### config.mk
export PLATFORM = sky130hd
export DESIGN_NAME = oam_dma_arbiter
export DESIGN_NICKNAME = d
export VERILOG_FILES = /design/src/rtl/nes_bus_pkg.sv /design/src/rtl/oam_dma_arbiter.sv
export SDC_FILE = /design/constraint.sdc
export NUM_CORES = 1
export LEC_CHECK = 0
export ABC_CLOCK_PERIOD_IN_PS = 1490
export BUFFER_PORTS_ARGS = -buffer_cell sky130_fd_sc_hd__buf_2
export CORE_AREA = 4 4 61 75
export CTS_CLUSTER_SIZE = 28
export DETAILED_ROUTE_END_ITERATION = 8
export DIE_AREA = 0 0 65 79
export GPL_ROUTABILITY_DRIVEN = 1
export GPL_TIMING_DRIVEN = 0
export HOLD_SLACK_MARGIN = 0.08
export PLACE_DENSITY = 0.74
export SETUP_SLACK_MARGIN = 0.1
export SYNTH_ARGS = -nofsm -noshare
export SYNTH_HDL_FRONTEND = slang
export SYNTH_SLANG_ARGS = --single-unit
### constraint.sdc
create_clock -name clk -period 1.49 [get_ports clk]
set_input_delay 0 -clock clk [delete_from_list [all_inputs] [get_ports clk]]
set_output_delay 0 -clock clk [all_outputs]
set_load 0.05 [all_outputs]
### src/rtl/nes_bus_pkg.sv
// Shared CPU-bus types for the sprite DMA arbiter: FSM states, register addresses, index/page types.
package nes_bus_pkg;

    typedef enum logic [2:0] {
        IDLE  = 3'd0,
        HALT  = 3'd1,
        ALIGN = 3'd2,
        READ  = 3'd3,
        WRITE = 3'd4
    } dma_state_t;

    localparam logic [15:0] DMA_REG_ADDR_DEF = 16'h4014;
    localparam logic [15:0] OAMDATA_ADDR_DEF = 16'h2004;

    typedef logic [7:0] byte_idx_t;
    typedef logic [7:0] page_t;

endpackage

### src/rtl/oam_dma_arbiter.sv
// Sprite DMA bus arbiter: CPU write to the DMA register stalls the CPU and copies one page to OAMDATA.
// Latency: bus pass-through is combinational; a copy stalls the CPU 513 or 514 cycles depending on parity.
// Backpressure: cpu_rdy low for the whole copy; CPU-side writes while busy are dropped.
module oam_dma_arbiter
    import nes_bus_pkg::*;
#(
    parameter int                ADDR_W       = 16,
    parameter int                DATA_W       = 8,
    parameter logic [ADDR_W-1:0] DMA_REG_ADDR = DMA_REG_ADDR_DEF,
    parameter logic [ADDR_W-1:0] OAMDATA_ADDR = OAMDATA_ADDR_DEF
) (
    input  logic              clk,
    input  logic              rst_n,
    input  logic [ADDR_W-1:0] cpu_addr,
    input  logic [DATA_W-1:0] cpu_wdata,
    input  logic              cpu_we,
    output logic [DATA_W-1:0] cpu_rdata,
    output logic              cpu_rdy,
    output logic [ADDR_W-1:0] mem_addr,
    output logic [DATA_W-1:0] mem_wdata,
    output logic              mem_we,
    input  logic [DATA_W-1:0] mem_rdata,
    output logic              dma_busy
);

    dma_state_t        state_q, state_d;
    logic              parity_q;
    byte_idx_t         idx_q, idx_d;
    page_t             page_q, page_d;
    logic [DATA_W-1:0] data_latch_q, data_latch_d;

    always_ff @(posedge clk or negedge rst_n) begin
        if (!rst_n) begin
            state_q      <= IDLE;
            parity_q     <= 1'b0;
            idx_q        <= '0;
            page_q       <= '0;
            data_latch_q <= '0;
        end else begin
            state_q      <= state_d;
            parity_q     <= ~parity_q;
            idx_q        <= idx_d;
            page_q       <= page_d;
            data_latch_q <= data_latch_d;
        end
    end

    assign cpu_rdata = mem_rdata;

    always_comb begin
        state_d      = state_q;
        idx_d        = idx_q;
        page_d       = page_q;
        data_latch_d = data_latch_q;
        mem_addr     = cpu_addr;
        mem_wdata    = cpu_wdata;
        mem_we       = 1'b0;
        cpu_rdy      = 1'b0;
        dma_busy     = 1'b1;

        unique case (state_q)
            IDLE: begin
                cpu_rdy  = 1'b1;
                dma_busy = 1'b0;
                mem_we   = cpu_we;
                // The triggering write is still forwarded to memory above.
                if (cpu_we && (cpu_addr == DMA_REG_ADDR)) begin
                    page_d  = cpu_wdata[7:0];
                    idx_d   = '0;
                    state_d = HALT;
                end
            end
            HALT: begin
                // Reads must land on even-parity cycles; insert ALIGN otherwise.
                state_d = parity_q ? READ : ALIGN;
            end
            ALIGN: begin
                state_d = READ;
            end
            READ: begin
                mem_addr     = {page_q, idx_q};
                data_latch_d = mem_rdata;
                state_d      = WRITE;
            end
            WRITE: begin
                mem_addr  = OAMDATA_ADDR;
                mem_wdata = data_latch_q;
                mem_we    = 1'b1;
                if (idx_q == 8'hFF) begin
                    state_d = IDLE;
                end else begin
                    idx_d   = idx_q + 8'd1;
                    state_d = READ;
                end
            end
            default: begin
                state_d = IDLE;
            end
        endcase
    end

endmodule

======== After elaboration in Yosys (flattened, before gate mapping) ========
Index checks and enable logic that the tools add are counted.
storage, ports and cells
  bits in registers ....................... 28
  bits in latches ......................... 0
  bits in writable memories ............... 0
  ROM bits ................................ 0
  logic and storage cells ................. 32
  memories ................................ 0
operators by class
  add/subtract/negate cells ............... 1
  $mul .................................... 0
  div/mod/pow operators ................... 0
  $lt $le $gt $ge ......................... 0
  eq/ne operators ......................... 8
  shifts and indexed selects .............. 0
  multiplexer cells ....................... 12
  bitwise gates (word level) .............. 1
  reduce and logical (&&, ||, !) cells .... 5
operators by type and width
  operator                number
  $pmux W16 S2            1
  $mux W8                 3
  $eq A16 B15 Y1 const B  1
  $pmux W8 S2             1
  $pmux W3 S5             1
  $add A8 B1 Y8 const B   1
  $eq A8 B8 Y1 const B    1
  $eq A3 B2 Y1 const B    2
  $ne A2 B2 Y1 const B    2
  $eq A3 B1 Y1 const B    1
  $eq A3 B3 Y1 const B    1
  $logic_not A3 Y1        1
  $mux W1                 3
  $mux W3                 1
  $reduce_and A3 Y1       1
  $mux W2                 1
  $pmux W1 S2             1
  $reduce_and A2 Y1       1
  $reduce_bool A2 Y1      1
  $logic_and A1 B1 Y1     1
  $not A1 Y1              1

======== Logic depth before layout (Yosys ltp) ========
  depth in word-level cells ............... 4
  mapped depth ............................ 5

======== Worst setup path before layout ========
OpenSTA, ideal clock, no wires.
  path type ............................... register to register
  start ................................... reg state_q[0]
  end ..................................... reg page_q[0]
  setup time .............................. 125 ps
  data arrival time ....................... 2099 ps
  path slack .............................. -734 ps
  stages on the path, launching flop included .. 5
  buffers on the path ..................... 0
  cells stage by stage .................... dfrtp_1 > nor3_2 > nand3_1 > nor2_4 > mux2_2
between the ends
  word-level cells in the longest chain between the ends .. 2
RTL lines
  item                         line                   RTL
  start: declaration           oam_dma_arbiter.sv:26  dma_state_t state_q, state_d;
  start signal: assignment     oam_dma_arbiter.sv:40  state_q <= state_d;
  $logic_not A3 Y1             oam_dma_arbiter.sv:61  unique case (state_q)
  $reduce_and A2 Y1 (no line)  -
  end signal: assignment       oam_dma_arbiter.sv:43  page_q <= page_d;
  end: declaration             oam_dma_arbiter.sv:29  page_t page_q, page_d;
Every way passes these cells.
A chain may end at the register's enable or synchronous reset.

======== Worst setup path in the final report ========
  start ................................... reg state_q[2]
  end ..................................... out mem_addr[2]
between the ends
  word-level cells in the longest chain between the ends .. 2
  elaborated cells between the ends (all ways) .. 3
  those cells by class .................... 2 x eq/ne; 1 x mux
RTL lines
  item                                          line                   RTL
  $eq A3 B3 Y1 or $eq A3 B2 Y1 (tied branches)  oam_dma_arbiter.sv:61
  $pmux W16 S2 (*)                              oam_dma_arbiter.sv:61
  end: declaration                              oam_dma_arbiter.sv:19  output logic [ADDR_W-1:0] mem_addr,
Every way passes the cells marked *; elsewhere a longest branch is shown, timed or not.

==> qor.csv <==
stage,metric,value,unit
layout,layout_commonest_cell,buf_2,
route,first_pass_iters,4,
route,initialDrtViolationCount,133,
placed_design,buffer_ports.inserted,69,
timing,final.hold.worst_slack,128,ps
placed_design,gp_congestion,0.861,
clock_network,clk-insertion-delay-late,290,ps
layout,final_cells,341,
synth,synth-seq-cells,28,
pwr,clkPwrFrac,0.090,
floorplanning,row_count,25,
run_status,outcome,"finished, violations left",
pwr,power,6.78,mW
layout,fin_util,0.835,
route,route.detailed.wl_per_inst,21.0,um
global_route,globalRouteMet3Util,0.0580,
route,via_count,1889,
clock_network,cts.path.max_buffers,2,
flow_run,max_cap_violations,0,
timing,slew_viol_final,0,
layout,finalNetCount,324,
global_route,gr-total-overflow,0,
pwr,sw_frac_of_total,0.466,
pwr,p_sw,3.16,mW
clock_network,htreeDepth,1,
timing,max_freq,0.572,GHz
timing,timing.slew.headroom,0.576,
route,ant_nets,0,
placed_design,place_worst_setup_slack,-362,ps
critical_path,worstSetupPathType,register to primary output,
placed_design,placed_instances,288,
layout,postLayoutCellArea,3210,sq um
layout,area_delta_synth_final,98.8,%
global_route,grt_pass1_vias,1950,
global_route,grtUsageMet1,0.286,
floorplanning,die-width,65,um
layout,fillers,211,
floorplanning,core_region_area,3850,sq um
route,route.detailed.drc,0,
timing,worst_slack_setup_final,-258,ps
pwr,sequentialPowerShare,0.189,
global_route,grt_antenna_before_repair,0,
run_status,violations_in_the_final_reports,setup timing,
synth,post_synth.cell_area_avg,9.80,sq um
pwr,power.ir.vdd_worst,0.00194,V
route,drt-vias-per-instance,5.54,
layout,antennaDiodeCount,0,
timing,fin_worst_skew,13.4,ps
critical_path,cp_data_arrival_time,1750,ps
timing,final.min_clock_period,1750,ps
global_route,grt_use_total,0.260,
layout,mostFrequentLayoutCells,"43 x buf_2, 26 x buf_4, 24 x dfrtp_1",
global_route,grt_use_met2,0.475,
global_route,grt_pass1_wl,10000,um
timing,number_of_hold_violations_in_the_final_report,0,
min_path,min_path_type,input pin to register,
timing,unrepaired_setup_endpoints_after_global_routing,yes,
synth,mappedNetlistNets,201,
clock_network,cts.root.buffer_cell,clkbuf_8,
clock_network,cts_tree,done,
clock_network,clkSlewWorstSetupHoldPaths,100,ps
timing,period_share,1.17,
floorplanning,start_util,0.420,
layout,post_route_cells_drive_above_1_share,0.645,
synth,yosys.cell_types.count,40,
synth,mappedNetlistArea,1620,sq um
timing,tightest_slew,635,ps
floorplanning,die-area,5140,sq um
route,routed_wirelength,7160,um
placed_design,postPlaceCellArea,2180,sq um
critical_path,critPathMaxFanout,5,
floorplanning,design.portCount,70,
global_route,grt_busiest_layer,met2,
synth,ys_seq_area_frac,0.433,
clock_network,cts_made_buffers,3,
floorplanning,floorplan.die.height,79,um
pwr,combinationalPowerShare,0.721,
critical_path,worst_setup_path_start_kind,register,
clock_network,numClockSinks,28,
pwr,power-per-cell-area,2110,nW/um^2
critical_path,critPathCaptureType,primary output,
pwr,leakage,1.53,nW
critical_path,cp_data_required_time,1490,ps
timing,timing.final.setup_violations,45,
pwr,cell_internal_pwr,3.62,mW
synth,netlist_instances,165,
synth,synth-warning-count,0,
placed_design,dpl.hpwl,3580,um
timing,finalSetupTns,-8990,ps
global_route,grt_start_max_net_pins,29,
-- what timing repair did --
item	4_1_cts	5_1_grt
gates resized for setup	103	30
cloned	2	0
hold endpoints to repair	45	0
endpoints found under the setup margin	51	52
setup buffers	18	10
pin swaps	24	3
hold buffers	19	0
-- sequential cells by signal, indices dropped and copies added (netlist names) --
name,cells
state_q,3
page_q,8
idx_q,8
parity_q,1
data_latch_q,8
-- final timing paths --
| path | endpoint | slack (ps) | from | cells after the start |
|---|---|---|---|---|
| setup / recovery | mem_addr[2] | -260 | state_q[2] | 6 |
| setup reg to reg | page_q[7] | -230 | state_q[2] | 7 |
| hold / removal | state_q[0] | 130 | cpu_addr[10] | 3 |
| max in group asynchronous | state_q[1] | 750 | rst_n | 2 |
| hold reg to reg | parity_q | 400 | parity_q | 1 |
| min in group asynchronous | data_latch_q[5] | 270 | rst_n | 2 |
-- logic make-up (layout without fill, tap and decap cells) --
logic type / count (synthesis) / after routing / share of synthesized area
AOI/OAI and AO/OA: 30 / 30 / 0.143
xor gates and xnor gates: 2 / 2 / 0.0108
adders and majority gates: 1 / 1 / 0.00774
buffers and inverters: 20 / 142 / 0.0666
DFF: 28 / 28 / 0.433
muxes: 19 / 19 / 0.130
and+or+nand+nor: 65 / 65 / 0.208
-- power groups by stage --
stage / Combinational, mW / Clock [mW] / Sequential [mW]
floorplan: 2.40 / 0 / 1.21
global placement: 2.93 / 0 / 1.28
detailed placement: 2.97 / 0 / 1.29
CTS: 4.27 / 0.617 / 1.24
global route: 5.09 / 0.655 / 1.31
finish: 4.89 / 0.612 / 1.28
-- synth_stat cells --
master     n  area share
a22o_1    14       0.076
a22oi_1    1      0.0046
a31oi_1    2      0.0077
a41o_1     1      0.0062
and2_1     1      0.0039
and3_1     2      0.0077
and4_1     1      0.0054
and4b_1    1      0.0062
buf_2      2      0.0062
buf_4      8       0.037
clkbuf_1   4      0.0093
dfrtp_1   28        0.43
ha_1       1      0.0077
inv_1      6       0.014
mux2_2    16        0.11
mux2i_1    3       0.019
nand2_1   34       0.079
nand2b_1   1      0.0039
nand3_1    3      0.0093
nand4_1    2      0.0077
nor2_1     5       0.012
nor2_2     1      0.0039
nor2_4     1      0.0070
nor2b_1    1      0.0039
nor3_1     3      0.0093
nor3_2     1      0.0062
nor3b_2    1      0.0077
nor4_1     1      0.0039
nor4b_1    2       0.011
o211ai_1   2      0.0093
o211ai_2   1      0.0077
o21ai_0    6       0.019
o21ai_2    1      0.0054
o22ai_1    2      0.0077
or3_1      1      0.0039
or3b_1     1      0.0054
or4_1      1      0.0046
or4_4      1      0.0070
xnor2_1    1      0.0054
xor2_1     1      0.0054
-- routing by layer --
layer	vias up	wire length (um)	share of wire
met5	-	0	0
met4	0	238	0.033
met3	22	581	0.081
met2	107	3790	0.53
met1	918	2550	0.36
li1	842	-	-
-- critical path, cell delays in order, from the launching register on --
cell and delay [ps]:
dfrtp_2 460, buf_12 140, nor2_4 190, buf_6 170
mux2i_4 260, nand2_4 70, buf_6 150
-- layout make-up --
cell class                 count  area, sq um  area share
sequential                    28          706       0.220
clock inverter                 1         30.0     0.00934
tap                           54         67.6      0.0210
timing repair buffer         118         1060       0.331
buffer                        14          138      0.0428
inverter                       6         22.5     0.00701
multi-input combinational    117         1150       0.357
clock buffer                   3         41.3      0.0128
No activity file was read; power rests on OpenSTA's default activity.
